<file path="src/rtl/redmule_tcdm_lane_sched_pkg.sv">
// Shared TCDM lane types and helpers for the RedMulE lane scheduler.
// Latency: n/a (types and pure functions only).
// Backpressure: n/a.
// Contents: TCDM_LANE_W, lane_req_t {add, wen, be, data}, lane_addr().
package redmule_tcdm_lane_sched_pkg;

  localparam int unsigned TCDM_LANE_W = 32;
  localparam int unsigned TCDM_BE_W   = TCDM_LANE_W / 8;

  typedef struct packed {
    logic [TCDM_LANE_W-1:0] add;
    logic                   wen;
    logic [TCDM_BE_W-1:0]   be;
    logic [TCDM_LANE_W-1:0] data;
  } lane_req_t;

  // Word address of lane idx; the 32-bit sum wraps naturally past 0xFFFF_FFFC.
  function automatic logic [TCDM_LANE_W-1:0] lane_addr(input logic [TCDM_LANE_W-1:0] base,
                                                       input int unsigned idx);
    logic [TCDM_LANE_W-1:0] ofs;
    ofs = {idx[TCDM_LANE_W-3:0], 2'b00};
    return base + ofs;
  endfunction

endpackage

</file>
<file path="src/rtl/redmule_lane_rsp_fifo.sv">
// Per-lane read-response FIFO, DEPTH entries of DW bits.
// Latency: one cycle from push to head visible; head read combinationally.
// Backpressure: none; push when full is dropped unless a pop frees a slot the same cycle.
// Ports: clk_i, rst_i (sync, active-high), push_i/data_i, pop_i, data_o (head), full_o, empty_o, count_o.
module redmule_lane_rsp_fifo #(
  parameter  int unsigned DW    = 32,
  parameter  int unsigned DEPTH = 2,
  localparam int unsigned CW    = $clog2(DEPTH + 1)
) (
  input  logic          clk_i,
  input  logic          rst_i,
  input  logic          push_i,
  input  logic [DW-1:0] data_i,
  input  logic          pop_i,
  output logic [DW-1:0] data_o,
  output logic          full_o,
  output logic          empty_o,
  output logic [CW-1:0] count_o
);

  localparam int unsigned PW = (DEPTH > 1) ? $clog2(DEPTH) : 1;

  logic [DW-1:0] mem_q [DEPTH];
  logic [PW-1:0] wr_ptr_q, rd_ptr_q;
  logic [CW-1:0] count_q;
  logic          do_push, do_pop;

  // Pointers wrap explicitly so non-power-of-two depths work.
  function automatic logic [PW-1:0] next_ptr(input logic [PW-1:0] p);
    return (p == PW'(DEPTH - 1)) ? '0 : p + PW'(1);
  endfunction

  assign empty_o = (count_q == '0);
  assign full_o  = (count_q == CW'(DEPTH));
  assign count_o = count_q;
  assign data_o  = mem_q[rd_ptr_q];
  assign do_pop  = pop_i & ~empty_o;
  assign do_push = push_i & (~full_o | do_pop);

  always_ff @(posedge clk_i) begin
    if (rst_i) begin
      wr_ptr_q <= '0;
      rd_ptr_q <= '0;
      count_q  <= '0;
      for (int k = 0; k < int'(DEPTH); k++) mem_q[k] <= '0;
    end else begin
      if (do_push) begin
        mem_q[wr_ptr_q] <= data_i;
        wr_ptr_q        <= next_ptr(wr_ptr_q);
      end
      if (do_pop) rd_ptr_q <= next_ptr(rd_ptr_q);
      if (do_push && !do_pop)      count_q <= count_q + CW'(1);
      else if (do_pop && !do_push) count_q <= count_q - CW'(1);
    end
  end

endmodule

</file>
<file path="src/rtl/redmule_tcdm_lane_sched.sv">
// Splits one wide TCDM request over MP 32-bit lanes and reassembles skewed lane read responses.
// Latency: w_gnt_o combinational once every lane has granted; w_r_valid_o one cycle after the last lane response.
// Backpressure: reads stall (no lane req) at MAX_OUTST outstanding; responses cannot be stalled upstream.
// Ports: clk_i, rst_i; wide side w_req_i/w_gnt_o/w_add_i/w_wen_i/w_be_i/w_data_i/w_r_valid_o/w_r_data_o;
//        lane side l_req_o/l_gnt_i/l_add_o/l_wen_o/l_be_o/l_data_o/l_r_valid_i/l_r_data_i; busy_o, err_o (sticky).
module redmule_tcdm_lane_sched
  import redmule_tcdm_lane_sched_pkg::*;
#(
  parameter int unsigned MP        = 4,
  parameter int unsigned MAX_OUTST = 2
) (
  input  logic                        clk_i,
  input  logic                        rst_i,
  input  logic                        w_req_i,
  output logic                        w_gnt_o,
  input  logic [TCDM_LANE_W-1:0]      w_add_i,
  input  logic                        w_wen_i,
  input  logic [TCDM_BE_W*MP-1:0]     w_be_i,
  input  logic [TCDM_LANE_W*MP-1:0]   w_data_i,
  output logic                        w_r_valid_o,
  output logic [TCDM_LANE_W*MP-1:0]   w_r_data_o,
  output logic [MP-1:0]               l_req_o,
  input  logic [MP-1:0]               l_gnt_i,
  output logic [MP*TCDM_LANE_W-1:0]   l_add_o,
  output logic [MP-1:0]               l_wen_o,
  output logic [MP*TCDM_BE_W-1:0]     l_be_o,
  output logic [MP*TCDM_LANE_W-1:0]   l_data_o,
  input  logic [MP-1:0]               l_r_valid_i,
  input  logic [MP*TCDM_LANE_W-1:0]   l_r_data_i,
  output logic                        busy_o,
  output logic                        err_o
);

  localparam int unsigned OW = $clog2(MAX_OUTST + 1);

  logic [MP-1:0]          done_q, done_d;
  logic [OW-1:0]          outst_q, outst_d;
  logic                   err_q, err_d;
  logic                   stall, issue_ok, rd_inc, rd_dec;
  logic [MP-1:0]          fifo_push, fifo_full, fifo_empty, unsol;
  logic [OW-1:0]          fifo_cnt [MP];
  logic [TCDM_LANE_W-1:0] fifo_dat [MP];
  lane_req_t              lane_req [MP];

  // Handshake outputs are forced low while reset is asserted.
  assign stall       = w_wen_i & (outst_q == OW'(MAX_OUTST));
  assign issue_ok    = w_req_i & ~stall & ~rst_i;
  assign l_req_o     = {MP{issue_ok}} & ~done_q;
  assign w_gnt_o     = issue_ok & (&(done_q | l_gnt_i));
  assign w_r_valid_o = ~rst_i & (&(~fifo_empty));
  assign busy_o      = ~rst_i & (w_req_i | (outst_q != '0));
  assign err_o       = err_q;

  assign rd_inc = w_gnt_o & w_wen_i;
  assign rd_dec = w_r_valid_o;

  for (genvar i = 0; i < MP; i++) begin : g_lane
    assign lane_req[i].add  = lane_addr(w_add_i, i);
    assign lane_req[i].wen  = w_wen_i;
    assign lane_req[i].be   = w_be_i[TCDM_BE_W*i +: TCDM_BE_W];
    assign lane_req[i].data = w_data_i[TCDM_LANE_W*i +: TCDM_LANE_W];

    assign l_add_o[TCDM_LANE_W*i +: TCDM_LANE_W]  = lane_req[i].add;
    assign l_wen_o[i]                             = lane_req[i].wen;
    assign l_be_o[TCDM_BE_W*i +: TCDM_BE_W]       = lane_req[i].be;
    assign l_data_o[TCDM_LANE_W*i +: TCDM_LANE_W] = lane_req[i].data;

    // A lane already holding as many entries as reads are outstanding has
    // nothing left to answer: the response is unsolicited and dropped.
    assign unsol[i]     = fifo_full[i] | (fifo_cnt[i] >= outst_q);
    assign fifo_push[i] = l_r_valid_i[i] & ~unsol[i];

    redmule_lane_rsp_fifo #(
      .DW    (TCDM_LANE_W),
      .DEPTH (MAX_OUTST)
    ) u_rsp_fifo (
      .clk_i   (clk_i),
      .rst_i   (rst_i),
      .push_i  (fifo_push[i]),
      .data_i  (l_r_data_i[TCDM_LANE_W*i +: TCDM_LANE_W]),
      .pop_i   (rd_dec),
      .data_o  (fifo_dat[i]),
      .full_o  (fifo_full[i]),
      .empty_o (fifo_empty[i]),
      .count_o (fifo_cnt[i])
    );

    assign w_r_data_o[TCDM_LANE_W*i +: TCDM_LANE_W] = fifo_dat[i];
  end

  always_comb begin
    done_d  = done_q | (l_req_o & l_gnt_i);
    if (w_gnt_o) done_d = '0;
    outst_d = outst_q;
    if (rd_inc && !rd_dec)      outst_d = outst_q + OW'(1);
    else if (rd_dec && !rd_inc) outst_d = outst_q - OW'(1);
    err_d   = err_q | (|(l_r_valid_i & unsol));
  end

  always_ff @(posedge clk_i) begin
    if (rst_i) begin
      done_q  <= '0;
      outst_q <= '0;
      err_q   <= 1'b0;
    end else begin
      done_q  <= done_d;
      outst_q <= outst_d;
      err_q   <= err_d;
    end
  end

endmodule

</file>
<file path="config.mk">
export PLATFORM = sky130hd
export DESIGN_NAME = redmule_tcdm_lane_sched
export DESIGN_NICKNAME = d
export VERILOG_FILES = /design/src/rtl/redmule_tcdm_lane_sched_pkg.sv /design/src/rtl/redmule_lane_rsp_fifo.sv /design/src/rtl/redmule_tcdm_lane_sched.sv
export SDC_FILE = /design/constraint.sdc
export NUM_CORES = 1
export LEC_CHECK = 0
export ABC_AREA = 1
export CAP_MARGIN = 20
export CORE_AREA = 5 5 279 281
export DETAILED_ROUTE_END_ITERATION = 12
export DIE_AREA = 0 0 284 286
export HOLD_SLACK_MARGIN = 0.1
export PLACE_DENSITY = 0.49
export SYNTH_ARGS = -nofsm -noshare
export SYNTH_HDL_FRONTEND = slang
export SYNTH_SLANG_ARGS = --single-unit
</file>
<file path="constraint.sdc">
create_clock -name clk_i -period 3.2 [get_ports clk_i]
set_input_delay 0.32 -clock clk_i [delete_from_list [all_inputs] [get_ports clk_i]]
set_output_delay 0.32 -clock clk_i [all_outputs]
set_load 0.02 [all_outputs]
</file>
# Word-level counts from Yosys, hierarchy flattened
# Memories as Yosys holds them, arrays and structs flattened. A register that Yosys moved wholly into a read port is not among the register bits.
# Index checks and enable logic that the tools add are counted.
word_totals:
  ff_bits: 23
  in_bits: 316
  ram_bits: 256
  out_inout_bits: 412
  memories: 4
classes:
  addsub: 21
  order_cmp: 4
  bitwise: 50
  muxes: 52
  n_reduce_logical: 38
  eq_ne: 5
memory_table:
  columns: ["name", "depth", "word_bits", "rd", "rd_ports_with_merged_regs", "write_ports", "line_no", "text"]
  rows:
  - ["g_lane[0].u_rsp_fifo.mem_q", 2, 32, 1, 1, 2, "redmule_lane_rsp_fifo.sv:23", "logic [DW-1:0] mem_q [DEPTH];"]
  - ["g_lane[1].u_rsp_fifo.mem_q", 2, 32, 1, 1, 2, "redmule_lane_rsp_fifo.sv:23", null]
  - ["g_lane[2].u_rsp_fifo.mem_q", 2, 32, 1, 1, 2, "redmule_lane_rsp_fifo.sv:23", null]
  - ["g_lane[3].u_rsp_fifo.mem_q", 2, 32, 1, 1, 2, "redmule_lane_rsp_fifo.sv:23", null]
ops:
  columns: ["op", "count"]
  rows:
  - ["32-bit 2-to-1 mux", 4]
  - ["32-bit OR reduction", 4]
  - ["32-bit by 4-bit adder with 32-bit output (second input constant)", 2]
  - ["1-bit 2-to-1 mux", 38]
  - ["32-bit by 3-bit adder with 32-bit output (second input constant)", 1]
  - ["2-bit 2-to-1 mux", 10]
  - ["1-bit bitwise AND", 19]
  - ["1-bit inverter", 14]
  - ["4-bit bitwise AND", 3]
  - ["2-bit nonzero test", 6]
  - ["2-bit by 1-bit adder with 2-bit output (second input constant)", 5]
  - ["2-bit equality test (second input constant)", 5]
  - ["1-bit logical AND", 10]
  - ["1-bit zero test", 10]
  - ["1-bit OR", 10]
  - ["2-bit by 1-bit subtractor with 2-bit output (second input constant)", 5]
  - ["1-bit adder (second input constant)", 8]
  - ["2-bit greater-or-equal comparator", 4]
  - ["2-bit zero test", 4]
  - ["4-bit inverter", 2]
  - ["4-bit OR", 2]
  - ["4-bit AND reduction", 2]
  - ["4-bit OR reduction", 1]
  - ["2-bit OR reduction", 1]

# Logic depth before layout (Yosys ltp)
# Gate-level depths: netlist of the first run.
logic_depth:
  word_depth: 12
  ltp_mapped: 12
  depth_no_buf: 12

# Modules after synthesis
# Synthesis of the first run repeated with hierarchy kept, for this count alone.
hier_totals:
  hier_cells: 1623
  area_unflattened_um2: 16213.0
by_module_without_submodules:
  columns: ["mod", "area_each_um2", "instances", "cells_each"]
  rows:
  - ["redmule_lane_rsp_fifo", 3052.9, 4, 243]
  - ["redmule_tcdm_lane_sched", 4001.3, 1, 651]

# Worst setup path after synthesis of the first run
# No wires, ideal clock.
synth_timing:
  path_type: "reg2reg"
  start: "reg outst_q[0]"
  end: "mem g_lane[1].u_rsp_fifo.mem_q[0][0], enable pin"
  path_stages_with_launch: 8
  t_arrival_ps: 2054
  setup_slack_ps: 756
  period_less_slack_ps: 2444
  path_cell_list: "dfxtp_1 -> ha_1 -> o21ai_0 -> nand2_1 -> nor2_4 -> nand3b_2 -> buf_6 -> nand2_1"
synth_rtl:
  columns: ["item", "line_no", "text"]
  rows:
  - ["from (decl)", "redmule_tcdm_lane_sched.sv:37", "logic [OW-1:0] outst_q, outst_d;"]
  - ["from (signal assigned)", "redmule_tcdm_lane_sched.sv:107", "outst_q <= outst_d;"]
  - ["to (decl)", "redmule_lane_rsp_fifo.sv:23", null]

# Final worst setup path of the first run
layout_timing:
  start: "in w_add_i[3]"
  end: "out l_add_o[104]"
layout_between:
  elab_chain_cells: 1
layout_lines:
  columns: ["item", "line_no", "text"]
  rows:
  - ["from (decl)", "redmule_tcdm_lane_sched.sv:16", "input logic [TCDM_LANE_W-1:0] w_add_i,"]
  - ["32-bit by 4-bit adder with 32-bit output", "redmule_tcdm_lane_sched_pkg.sv:22", "return base + ofs;"]
  - ["to (decl)", "redmule_tcdm_lane_sched.sv:24", "output logic [MP*TCDM_LANE_W-1:0] l_add_o,"]
# Every way passes these cells.

==> results of run 1 <==
==> final cells by class <==
cell class                 count  area (sq um)
inverter                     202           759
sequential                   283          8230
timing repair buffer         504          4910
tap                          978          1220
multi-input combinational    825          4950
fill                        7920         54200
clock inverter                11           123
clock buffer                  42           817
==> stage by stage <==
step | hold slack, ns | util, %
finish | 0.415 | 27.9
global route | 0.413 | 27.9
CTS | 0.388 | 27.9
detailed placement | 0.489 | 26.7
global placement | 0.471 | 26.7
floorplan | 0.392 | -
==> critical path, cell delays in order <==
cell and delay (ns):
clkdlybuf4s50_1 0.49, buf_4 0.18, inv_1 0.09, ha_1 0.28, nor2_2 0.17, buf_4 0.13, nand2_1 0.14, xor2_1 0.32
clkdlybuf4s50_1 0.68
==> synthesized netlist by cell type <==
cell / number / area [sq um]
nor2_1: 300 / 1130
edfxtp_1: 256 / 7690
buf_4: 192 / 1440
inv_1: 192 / 721
nand2_1: 169 / 634
mux2_2: 119 / 1340
xor2_1: 45 / 394
nand3_1: 39 / 195
buf_2: 34 / 170
dfxtp_1: 27 / 541
o21ai_0: 25 / 125
a21oi_1: 22 / 110
nor2_4: 21 / 236
ha_1: 17 / 213
nor2_2: 14 / 87.6
nand2_2: 10 / 62.6
buf_6: 9 / 101
inv_2: 9 / 33.8
mux2_1: 9 / 101
nand4_1: 6 / 37.5
xnor2_1: 6 / 52.6
nand3_2: 5 / 50.1
clkbuf_1: 4 / 15.0
nand3b_2: 4 / 45.0
nand2_4: 3 / 33.8
nor3_1: 3 / 15.0
or2_2: 2 / 12.5
a21oi_2: 1 / 8.76
clkbuf_2: 1 / 5.00
clkinv_2: 1 / 5.00
nand3b_1: 1 / 7.51
nand4_2: 1 / 12.5
nor2_8: 1 / 20.0
nor3_2: 1 / 10.0
o21ai_1: 1 / 5.00
==> what timing repair did <==
| item | CTS | global route |
|---|---|---|
| gates resized for setup | 2 | 3 |
| pin swaps | 0 | 0 |
| setup endpoints to repair | 2 | 3 |
| endpoints found under the hold margin | 0 | 0 |
| cloned | 0 | 0 |
==> state kept, by name, summed over array words and instances, names as in the netlist, named ones only <==
signal,count
g_lane.u_rsp_fifo.mem_q,256
g_lane.u_rsp_fifo.wr_ptr_q,4
done_q,4
g_lane.u_rsp_fifo.count_o,8
g_lane.u_rsp_fifo.rd_ptr_q,4
outst_q,2
err_o,1
==> cells by family after synthesis <==
family,Yosys count,synth area share [%]
mux,128,9.21
buf+inv,442,15.9
simple gates,580,16.5
flops,283,52.6
xor+xnor,51,2.85
compound gates,49,1.59
fa+ha+maj,17,1.36
==> path summary, 6_finish.rpt <==
kind,start,endpoint,cells after the start
hold / removal,rst_i,err_o,2
setup reg to reg,outst_q[0],outst_q[1],11
setup / recovery,w_add_i[3],l_add_o[104],9
hold reg to reg,g_lane[3].u_rsp_fifo.wr_ptr_q,g_lane[3].u_rsp_fifo.wr_ptr_q,2
==> power groups by stage <==
stage	clock (W)	combinational (W)	sequential, W
2_1_floorplan	0	0.000845	0.00425
3_3_place_gp	0	0.00132	0.00425
3_5_place_dp	0	0.00131	0.00426
4_1_cts	0.00348	0.00133	0.00418
5_1_grt	0.00361	0.00138	0.00419
6_report	0.00335	0.00130	0.00418
==> routing by layer <==
layer  share of wire [%]  global-route usage (%)  routed length (microns)  vias to the layer above
li1                    -                       -                        -                     5369
met1                  31                    13.1                    20100                     5339
met2                  51                    27.8                    33300                      638
met3                  13                    9.19                     8800                      103
met4                 4.7                    6.12                     3050                        6
met5                0.20                    1.25                      129                        -
==> key figures, run 1 <==
Die
  • Core Area: around 75000 sq um
  • Initial Utilization: a little over a fifth
  • # IOs: between 700 and 800
  • Core Rows: about 100
  • Die Height: ~290 microns
  • Die W: approximately 280 microns
  • Die ar.: roughly 80000 sq um

Routing
  • Total number of vias: between 10000 and 15000
  • Initial DRC Count: 382
  • DRT antenna net count: 0
  • Via/cell ratio: 4.03
  • WL/cell: roughly 23 microns
  • Final wirelength: roughly 65000 microns
  • DR pass1 iterations: 6
  • Remaining DRCs: 0

Run status
  • Status: completed

Worst setup path
  • Setup CP Type: input port to output pin
  • CP required: about 2.9 ns
  • R2R Setup Slk: roughly 1 ns
  • CP arrival: between 2 and 3 ns
  • Worst Setup Start Kind: input port
  • Crit path max fanout: 5
  • Crit end category: output pin

Pwr
  • Sw Share: 23.5%
  • Pwr Total: between 0.008 and 0.009 W
  • Pwr dens: between 400 and 500 nW/um^2
  • Peak supply drop: approximately 0.3 mV
  • P_sw: 0.00207 W
  • Comb pwr share: between 10 and 15%
  • Clock network power share: between 30% and 40%
  • Sequential share of power: between 40 and 50%
  • Leakage: ~8.6 nW
  • Pint: between 0.006 and 0.007 W

Run
  • Max Cap Viol: 0

Cells and area
  • Design area: ~21000 sq um
  • Commonest non-fill, non-tap cell in the layout: clkdlybuf4s50_1
  • Most frequent cells in the layout: clkdlybuf4s50_1 (422), nor2_1 (299), edfxtp_1 (256)
  • Area growth syn-to-layout: 34.2%
  • Non-filler cells, final: roughly 2800
  • Layout cells sized above 1: roughly 17%
  • ANT cells: 0
  • Final nets: ~2200

CTS
  • Clk sinks: ~280
  • Clk root buf: clkbuf_16
  • Postcts setup bufs: 0
  • Clock slew at reported path FFs: roughly 0.06 ns
  • CTS Buf Count: 30
  • TritonCTS clock tree: done
  • Hold buffers post-CTS: 0
  • Clk_lat worst skew: 0.55 ns
  • Htree depth: 1
  • Max clock buf depth: 3

Synth
  • Synthesized Nets: between 1500 and 2000
  • Mapped Cells: 1550
  • Post-synthesis sequential area ratio: a little over half
  • Synthesized area: around 16000 sq um
  • FF+latch count, synth: approximately 280
  • Ys Warns: 0
  • Cell variety after synth: 35
  • Syn_area_per_cell: between 10 and 15 sq um

Timing
  • Setup_tns: 0 ns
  • Slew Viols, Final: 0
  • Worst Tran Pin Value: 0.552 ns
  • Final worst setup slack: ~0.064 ns
  • Final hold vios: 0
  • Relative slew slack: between 60% and 70%
  • Final period util: a little over nine tenths
  • FMAX: roughly 0.32 GHz
  • Min Tclk post-route: between 3 and 4 ns
  • Unrepaired setup endpoints after global routing: false
  • Clk_skew: between 0.008 and 0.009 ns
  • Final setup viols: 0

Global route
  • Antenna violations before repair: 4
  • Total gr overflow: 0
  • Largest net degree at the start of global routing: 36
  • Global-route wire length before repair: approximately 89000 microns
  • Vias in the first global route: around 12000
  • Total GRT Usage: between 10% and 20%

Placement
  • Placed Cells: about 2800
  • Pre-CTS setup slack: -0.0196 ns
  • Placer Congestion: ~0.92
  • Dpl hpwl: about 53000 microns
  • Input/output buffers: 429
  • Placed instance area: 20100 sq um

Min path
  • HP Class: input port to flip-flop
No activity file was read; power rests on OpenSTA's default activity.
==> inputs of run 2 (changes only) <==
Settings changed: GPL_TIMING_DRIVEN from default to 0.
==> run 2 against run 1 <==
  * Non-clock buffer count is 312 higher
  * Flip-flop and latch count is the same
  * Cell count rose by 11%
  * Via count is 11% higher
  * Core utilization rose by 3.6 points
  * Critical path depth decreased by 1
  * Maximum frequency is 0.69% higher
  * Critical endpoint is now l_add_o[61]
  * Largest power group unchanged
==> key figures, run 2 (synthesized netlist as in run 1, its figures left out) <==
Worst setup path
  • R2R Setup Slk: 0.33 ns (-0.65 ns)
  • Crit path launch: w_add_i[22]
  • Worst path max stage delay: 0.64 ns (-0.04 ns)
  • Reg-to-Reg Start: outst_q[0]
  • Critical Path End: l_add_o[61]
  • Worst Setup Start Kind: input port
  • Reg2reg path depth: 7 (-4)
  • Delay-heaviest family, CP: buffers and inverters
  • Crit end category: output pin
  • Crit path buffers/inverters: 2 (-3)
  • Setup CP Type: input port to output pin
  • Crit path max fanout: 6 (+1)
  • Crit path depth: 8 (-1)
  • CP arrival: 2.79 ns (-0.03 ns)
  • CP required: 2.88 ns (about the same)
  • Critical path's slowest cell: clkdlybuf4s50_1
  • R2r endpoint: g_lane[3].u_rsp_fifo.mem_q[1][12]
  • CP cell instances: clkdlybuf4s50_1 -> nand2_1 -> nor2_1 -> nand4_1 -> nor2_4 -> nand3_1 -> nand2_1 -> clkdlybuf4s50_1

Timing
  • Final hold vios: 0 (unchanged)
  • Clk_skew: 0.0162 ns (+0.00792 ns)
  • Relative slew slack: 37.9% (-25 points)
  • Slew Viols, Final: 0 (unchanged)
  • FMAX: 0.321 GHz (+0.69%)
  • Final setup viols: 0 (unchanged)
  • Final period util: 97.3% (-0.67 points)
  • Final worst setup slack: 0.0852 ns (+0.0215 ns)
  • Worst Tran Pin Value: 0.928 ns (+0.376 ns)
  • Setup_tns: 0 ns (unchanged)
  • Min Tclk post-route: 3.11 ns (-0.0215 ns)
  • Unrepaired setup endpoints after global routing: false

Global route
  • Largest net degree at the start of global routing: 33 (-8.3%)
  • Antenna violations before repair: 19 (+15)
  • Global-route wire length before repair: 96700 microns (+8.5%)
  • Total gr overflow: 0 (unchanged)
  • Vias in the first global route: 13800 (+14%)
  • Total GRT Usage: 16.1% (+1.0 points)

Cells and area
  • Multi-input logic area: 4960 sq um (+0.20%)
  • Most frequent cells in the layout: clkdlybuf4s50_1 (561), nor2_1 (300), edfxtp_1 (256)
  • FILL cells: 7806 (-1.4%)
  • Commonest non-fill, non-tap cell in the layout: clkdlybuf4s50_1
  • Layout cells sized above 1: 22.3% (+5.5 points)
  • FF+latch area: 8230 sq um (about the same)
  • Top reg by flops: g_lane.u_rsp_fifo.mem_q
  • Final nets: 2490 (+14%)
  • Max reg flops: 256 (unchanged)
  • Area growth syn-to-layout: 51.4%
  • Design area: 23700 sq um (+13%)
  • Core Util, Final: 31.5% (+3.6 points)

Die
  • Core Area: 75200 sq um (unchanged)
  • Die W: 284 microns (unchanged)
  • Core Rows: 101 (unchanged)
  • Initial Utilization: 20.8% (unchanged)
  • Die ar.: 81200 sq um (unchanged)
  • # IOs: 728 (unchanged)
  • Die Height: 286 microns (unchanged)

Run
  • Max Cap Viol: 0 (unchanged)

Placement
  • Placer Congestion: 0.914 (-1.1%)
  • Placed instance area: 22700 sq um (+13%)
  • Dpl hpwl: 57100 microns (+8.0%)
  • Input/output buffers: 573 (+34%)
  • Pre-CTS setup slack: -0.425 ns (-0.406 ns)

Pwr
  • Clock network power share: 37.5% (-0.4 points)
  • Sw Share: 25.3% (+1.8 points)
  • Pint: 0.00716 W (+6.0%)
  • Sequential share of power: 43.6% (-3.7 points)
  • Leakage: 9.93 nW (+16%)
  • Comb pwr share: 18.9% (+4.2 points)
  • Pwr dens: 404 nW/um^2 (-3.7%)
  • P_sw: 0.00243 W (+17%)
  • Peak supply drop: 0.264 mV (-11%)

CTS
  • Clk root buf: clkbuf_16
  • CTS Buf Count: 29 (-3.3%)
  • TritonCTS clock tree: done
  • Clk sinks: 283 (unchanged)
  • Hold buffers post-CTS: 0 (unchanged)
  • Htree depth: 1 (unchanged)
  • Postcts setup bufs: 0 (unchanged)
  • Clock slew at reported path FFs: 0.07 ns (about the same)
  • Clk_lat worst skew: 0.57 ns (+0.02 ns)
  • Max clock buf depth: 3 (unchanged)

Routing
  • DRT antenna net count: 0 (unchanged)
  • WL/cell: 22.0 microns (-4.5%)
  • Final wirelength: 69600 microns (+6.4%)
  • Total number of vias: 12700 (+11%)
  • DR pass1 iterations: 5 (-1)
  • Remaining DRCs: 0 (unchanged)
  • Initial DRC Count: 552 (+45%)
  • Via/cell ratio: 4.01 (-0.44%)

Min path
  • HP Class: input port to flip-flop
  • HP Start: l_r_data_i[44]
  • Hold Path Depth: 3 (+1)

Run status
  • Status: completed
-- run 2: changes by cell type in the layout (fill, tap and decap cells not counted), moves of 6 or more --
cell / before / now
buf_2: 0 / 34
buf_4: 74 / 192
buf_6: 0 / 9
clkdlybuf4s50_1: 422 / 561
diode_2: 0 / 11
dlygate4sd2_1: 1 / 7
-- run 2: repair_timing --
action / CTS / global route
gates resized for setup: 13 / 5
setup endpoints to repair: 45 / 9
pin swaps: 0 / 1
-- run 2: routing by layer --
layer,up-vias,wire (microns),track usage (%)
li1,6014,-,-
met1,6063,24600,16.8
met2,525,35200,28.7
met3,93,6960,6.88
met4,4,2870,6.69
met5,-,23,0
-- run 2: worst reg2reg max path, cell delays in order, from the launching register on --
cell,delay [ns]
dfxtp_1,0.47
ha_1,0.28
o21ai_0,0.18
nand2_1,0.13
nor2_4,0.17
nand3_2,0.22
buf_2,0.29
nand2_2,0.72
-- run 2: cell type report --
cell class | count | area share, %
Antenna cell | 11 | 0.116
Inverter | 202 | 3.20
Timing Repair Buffer | 576 | 24.4
Buffer | 240 | 7.31
Clock buffer | 33 | 3.12
Multi-Input combinational cell | 825 | 20.9
Tap cell | 978 | 5.16
Sequential cell | 283 | 34.7
Clock inverter | 20 | 1.08
-- run 2: per-stage QoR --
stage | hold WS, ns | instances | power, W
after floorplan | 0.392 | 1550 | 0.00510
after global placement | 0.478 | 3101 | 0.00608
after detailed placement | 0.484 | 3104 | 0.00609
after CTS | 0.383 | 3157 | 0.00973
after global routing | 0.405 | 3167 | 0.00995
final | 0.417 | 3168 | 0.00959
-- run 2: power groups by stage --
| stage | registers [W] | logic (W) | clock network, W |
|---|---|---|---|
| after floorplan | 0.00425 | 0.000845 | 0 |
| after global routing | 0.00419 | 0.00192 | 0.00385 |
| after global placement | 0.00426 | 0.00182 | 0 |
| after CTS | 0.00418 | 0.00184 | 0.00371 |
| after detailed placement | 0.00426 | 0.00182 | 0 |
| final | 0.00418 | 0.00181 | 0.00359 |
-- run 2: worst min path at each step --
| stage | endpoint | slack (ns) |
|---|---|---|
| after CTS | g_lane[2].u_rsp_fifo.mem_q[0][15] | 0.38 |
| after global placement | g_lane[2].u_rsp_fifo.wr_ptr_q | 0.48 |
| final | g_lane[1].u_rsp_fifo.mem_q[1][12] | 0.42 |
| after floorplan | err_o | 0.39 |
| after detailed placement | g_lane[3].u_rsp_fifo.rd_ptr_q | 0.48 |
| after global routing | g_lane[3].u_rsp_fifo.mem_q[1][5] | 0.41 |
==> inputs of run 3 (changes only) <==
Settings changed: CORE_AREA 5 5 279 281 to 5 5 282 284, DIE_AREA 0 0 284 286 to 0 0 287 289.
==> run 3 against run 2 <==
  * Clock-buffer cell count is 5 higher
  * Via count barely moved
  * Sequential power barely moved
  * Critical path type unchanged
==> key figures, run 3 (synthesized netlist as in run 1, its figures left out) <==
Worst setup path
  • Reg-to-Reg Start: outst_q[0]
  • Critical path's slowest cell: clkdlybuf4s50_1
  • R2R Setup Slk: 0.42 ns (+0.09 ns)
  • Worst path max stage delay: 0.70 ns (+0.06 ns)
  • Worst Setup Start Kind: input port
  • Setup CP Type: input port to output pin
  • Crit path max fanout: 6 (unchanged)
  • Delay-heaviest family, CP: buffers and inverters
  • Crit path buffers/inverters: 3 (+1)
  • CP cell instances: clkdlybuf4s50_1 -> inv_1 -> nor3_1 -> nand2_1 -> nor2_4 -> nand3_1 -> nand2_1 -> clkdlybuf4s50_1
  • Crit end category: output pin
  • CP arrival: 2.82 ns (+0.03 ns)
  • Reg2reg path depth: 7 (unchanged)
  • R2r endpoint: g_lane[3].u_rsp_fifo.mem_q[1][30]
  • CP required: 2.88 ns (about the same)

Timing
  • Unrepaired setup endpoints after global routing: false
  • Clk_skew: 0.0146 ns (-0.00157 ns)
  • Final setup viols: 0 (unchanged)
  • Worst Tran Pin Value: 0.906 ns (-0.0226 ns)
  • Slew Viols, Final: 0 (unchanged)
  • Relative slew slack: 39.4% (+1.5 points)
  • Final hold vios: 0 (unchanged)
  • Minimum hold slack: 0.425 ns (+0.00806 ns)
  • Final period util: 98.0% (+0.64 points)
  • Min Tclk post-route: 3.14 ns (+0.0206 ns)
  • FMAX: 0.319 GHz (-0.66%)

Routing
  • DR pass1 iterations: 5 (unchanged)
  • Final wirelength: 67500 microns (-3.0%)
  • DRT antenna net count: 0 (unchanged)
  • WL/cell: 20.9 microns (-4.6%)
  • Remaining DRCs: 0 (unchanged)
  • Via/cell ratio: 3.94 (-1.8%)
  • Initial DRC Count: 549 (-0.54%)
  • Total number of vias: 12700 (-0.031%)

Cells and area
  • Final nets: 2490 (unchanged)
  • Top reg by flops: g_lane.u_rsp_fifo.mem_q
  • Max reg flops: 256 (unchanged)
  • Most frequent cells in the layout: clkdlybuf4s50_1 (563), nor2_1 (298), edfxtp_1 (256)
  • Commonest non-fill, non-tap cell in the layout: clkdlybuf4s50_1
  • Area growth syn-to-layout: 51.4% (about the same)
  • Layout cells sized above 1: 22.4% (+0.12 points)

Global route
  • Antenna violations before repair: 12 (-7)
  • Total gr overflow: 0 (unchanged)
  • Vias in the first global route: 13500 (-2.2%)
  • Largest net degree at the start of global routing: 33 (unchanged)
  • Total GRT Usage: 15.2% (-0.98 points)
  • Global-route wire length before repair: 92900 microns (-4.0%)

Min path
  • Hold Path Depth: 3 (unchanged)
  • HP Start: l_r_data_i[74]
  • HP Class: input port to flip-flop
  • Worst hold path endpoint: g_lane[2].u_rsp_fifo.mem_q[1][10]

Die
  • Initial Utilization: 20.4% (-0.44 points)
  • Die Height: 289 microns (+1.0%)
  • Core Rows: 102 (+0.99%)
  • Core Area: 76800 sq um (+2.2%)
  • Die ar.: 82900 sq um (+2.1%)
  • Die W: 287 microns (+1.1%)
  • # IOs: 728 (unchanged)

CTS
  • Postcts setup bufs: 0 (unchanged)
  • TritonCTS clock tree: done
  • Htree depth: 1 (unchanged)
  • Clock slew at reported path FFs: 0.06 ns (about the same)
  • Clk sinks: 283 (unchanged)
  • Max clock buf depth: 3 (unchanged)
  • CTS Buf Count: 30 (+3.4%)
  • Clk root buf: clkbuf_16
  • Clk_lat worst skew: 0.56 ns (about the same)

Placement
  • Placer Congestion: 0.908 (-0.63%)
  • Input/output buffers: 573 (unchanged)
  • Dpl hpwl: 55100 microns (-3.5%)

Run status
  • Status: completed

Pwr
  • Clock network power share: 35.7% (-1.8 points)
  • Pint: 0.00687 W (-4.0%)
  • Sw Share: 26.1% (+0.76 points)
  • Peak supply drop: 0.272 mV (+3.0%)
  • Pwr Total: 0.00930 W (-3.0%)
  • Sequential share of power: 45.0% (+1.4 points)
  • Comb pwr share: 19.4% (+0.5 points)
  • Leakage: 9.90 nW (-0.27%)
  • P_sw: 0.00242 W (-0.12%)
  • Pwr dens: 392 nW/um^2 (-3.0%)

Run
  • Max Cap Viol: 0 (unchanged)
run 3: cell count changes in the layout (fill, tap and decap cells not counted), moves of 2 or more:
cell and change:
clkinv_2 +3, nor2_1 -2, clkdlybuf4s50_1 +2, diode_2 -8
clkbuf_1 +3, clkbuf_16 +2, dlygate4sd2_1 -4, nor2_2 +2
bufinv_16 -5, dlymetal6s2s_1 +2
run 3: layout make-up:
| class | instances | area (sq um) |
|---|---|---|
| clock buffer | 38 | 802 |
| fill | 8048 | 53100 |
| antenna | 3 | 7.51 |
| multi-input combinational | 825 | 4970 |
| sequential | 283 | 8230 |
| timing repair buffer | 575 | 5780 |
| buffer | 240 | 1730 |
| tap | 1040 | 1300 |
| inverter | 202 | 759 |
| clock inverter | 18 | 120 |
run 3: how the worst max path moves through the flow:
stage                           start                                end  slack, ns  cells after the start
after detailed placement   w_add_i[2]                       l_add_o[114]      -0.55                      9
after global placement          rst_i  g_lane[2].u_rsp_fifo.mem_q[0][10]      -0.65                      6
final                     w_add_i[20]                        l_add_o[92]       0.06                      8
after CTS                  w_add_i[4]                       l_add_o[113]      0.008                      9
after floorplan            outst_q[0]   g_lane[1].u_rsp_fifo.mem_q[0][0]       0.76                      7
after global routing      w_add_i[10]                        l_add_o[54]      0.005                      8
run 3: worst register-to-register path: cells and delay by family, from the launching register on:
| family | cells | cell delay (ns) |
|---|---|---|
| compound gates | 1 | 0.18 |
| fa+ha+maj | 1 | 0.28 |
| buf+inv | 1 | 0.28 |
| flops | 1 | 0.48 |
| simple gates | 4 | 1.16 |
run 3: metal layers:
layer | GRT usage, % | vias to the layer above | share of wire [%]
met5 | 0 | - | 0
met4 | 2.50 | 0 | 1.7
met3 | 5.53 | 65 | 9.2
met2 | 29.2 | 478 | 53
met1 | 16.0 | 6154 | 36
li1 | - | 5998 | -
run 3: power groups by stage:
stage	combinational [W]	sequential (W)	clock (W)
2_1_floorplan	0.000845	0.00425	0
3_3_place_gp	0.00181	0.00426	0
3_5_place_dp	0.00181	0.00426	0
4_1_cts	0.00183	0.00418	0.00345
5_1_grt	0.00190	0.00419	0.00360
6_report	0.00180	0.00418	0.00332
run 3: repair_timing:
item | 4_1_cts | 5_1_grt
resized for setup | 12 | 8
hold buffers | 0 | 0
endpoints found under the setup margin | 44 | 7
pin swaps | 1 | 1
hold endpoints to repair | 0 | 0
run 3: through the flow:
stage	util (%)	setup WS (ns)	cell area [sq um]	instances	TNS (ns)
6_report	30.8	0.0645	23700	3224	0
5_1_grt	30.8	0.00475	23700	3222	0
4_1_cts	30.8	0.00772	23700	3221	0
3_5_place_dp	29.6	-0.546	22800	3165	-5.25
3_3_place_gp	29.5	-0.650	22700	3163	-111.03
2_1_floorplan	-	0.756	15700	1550	0
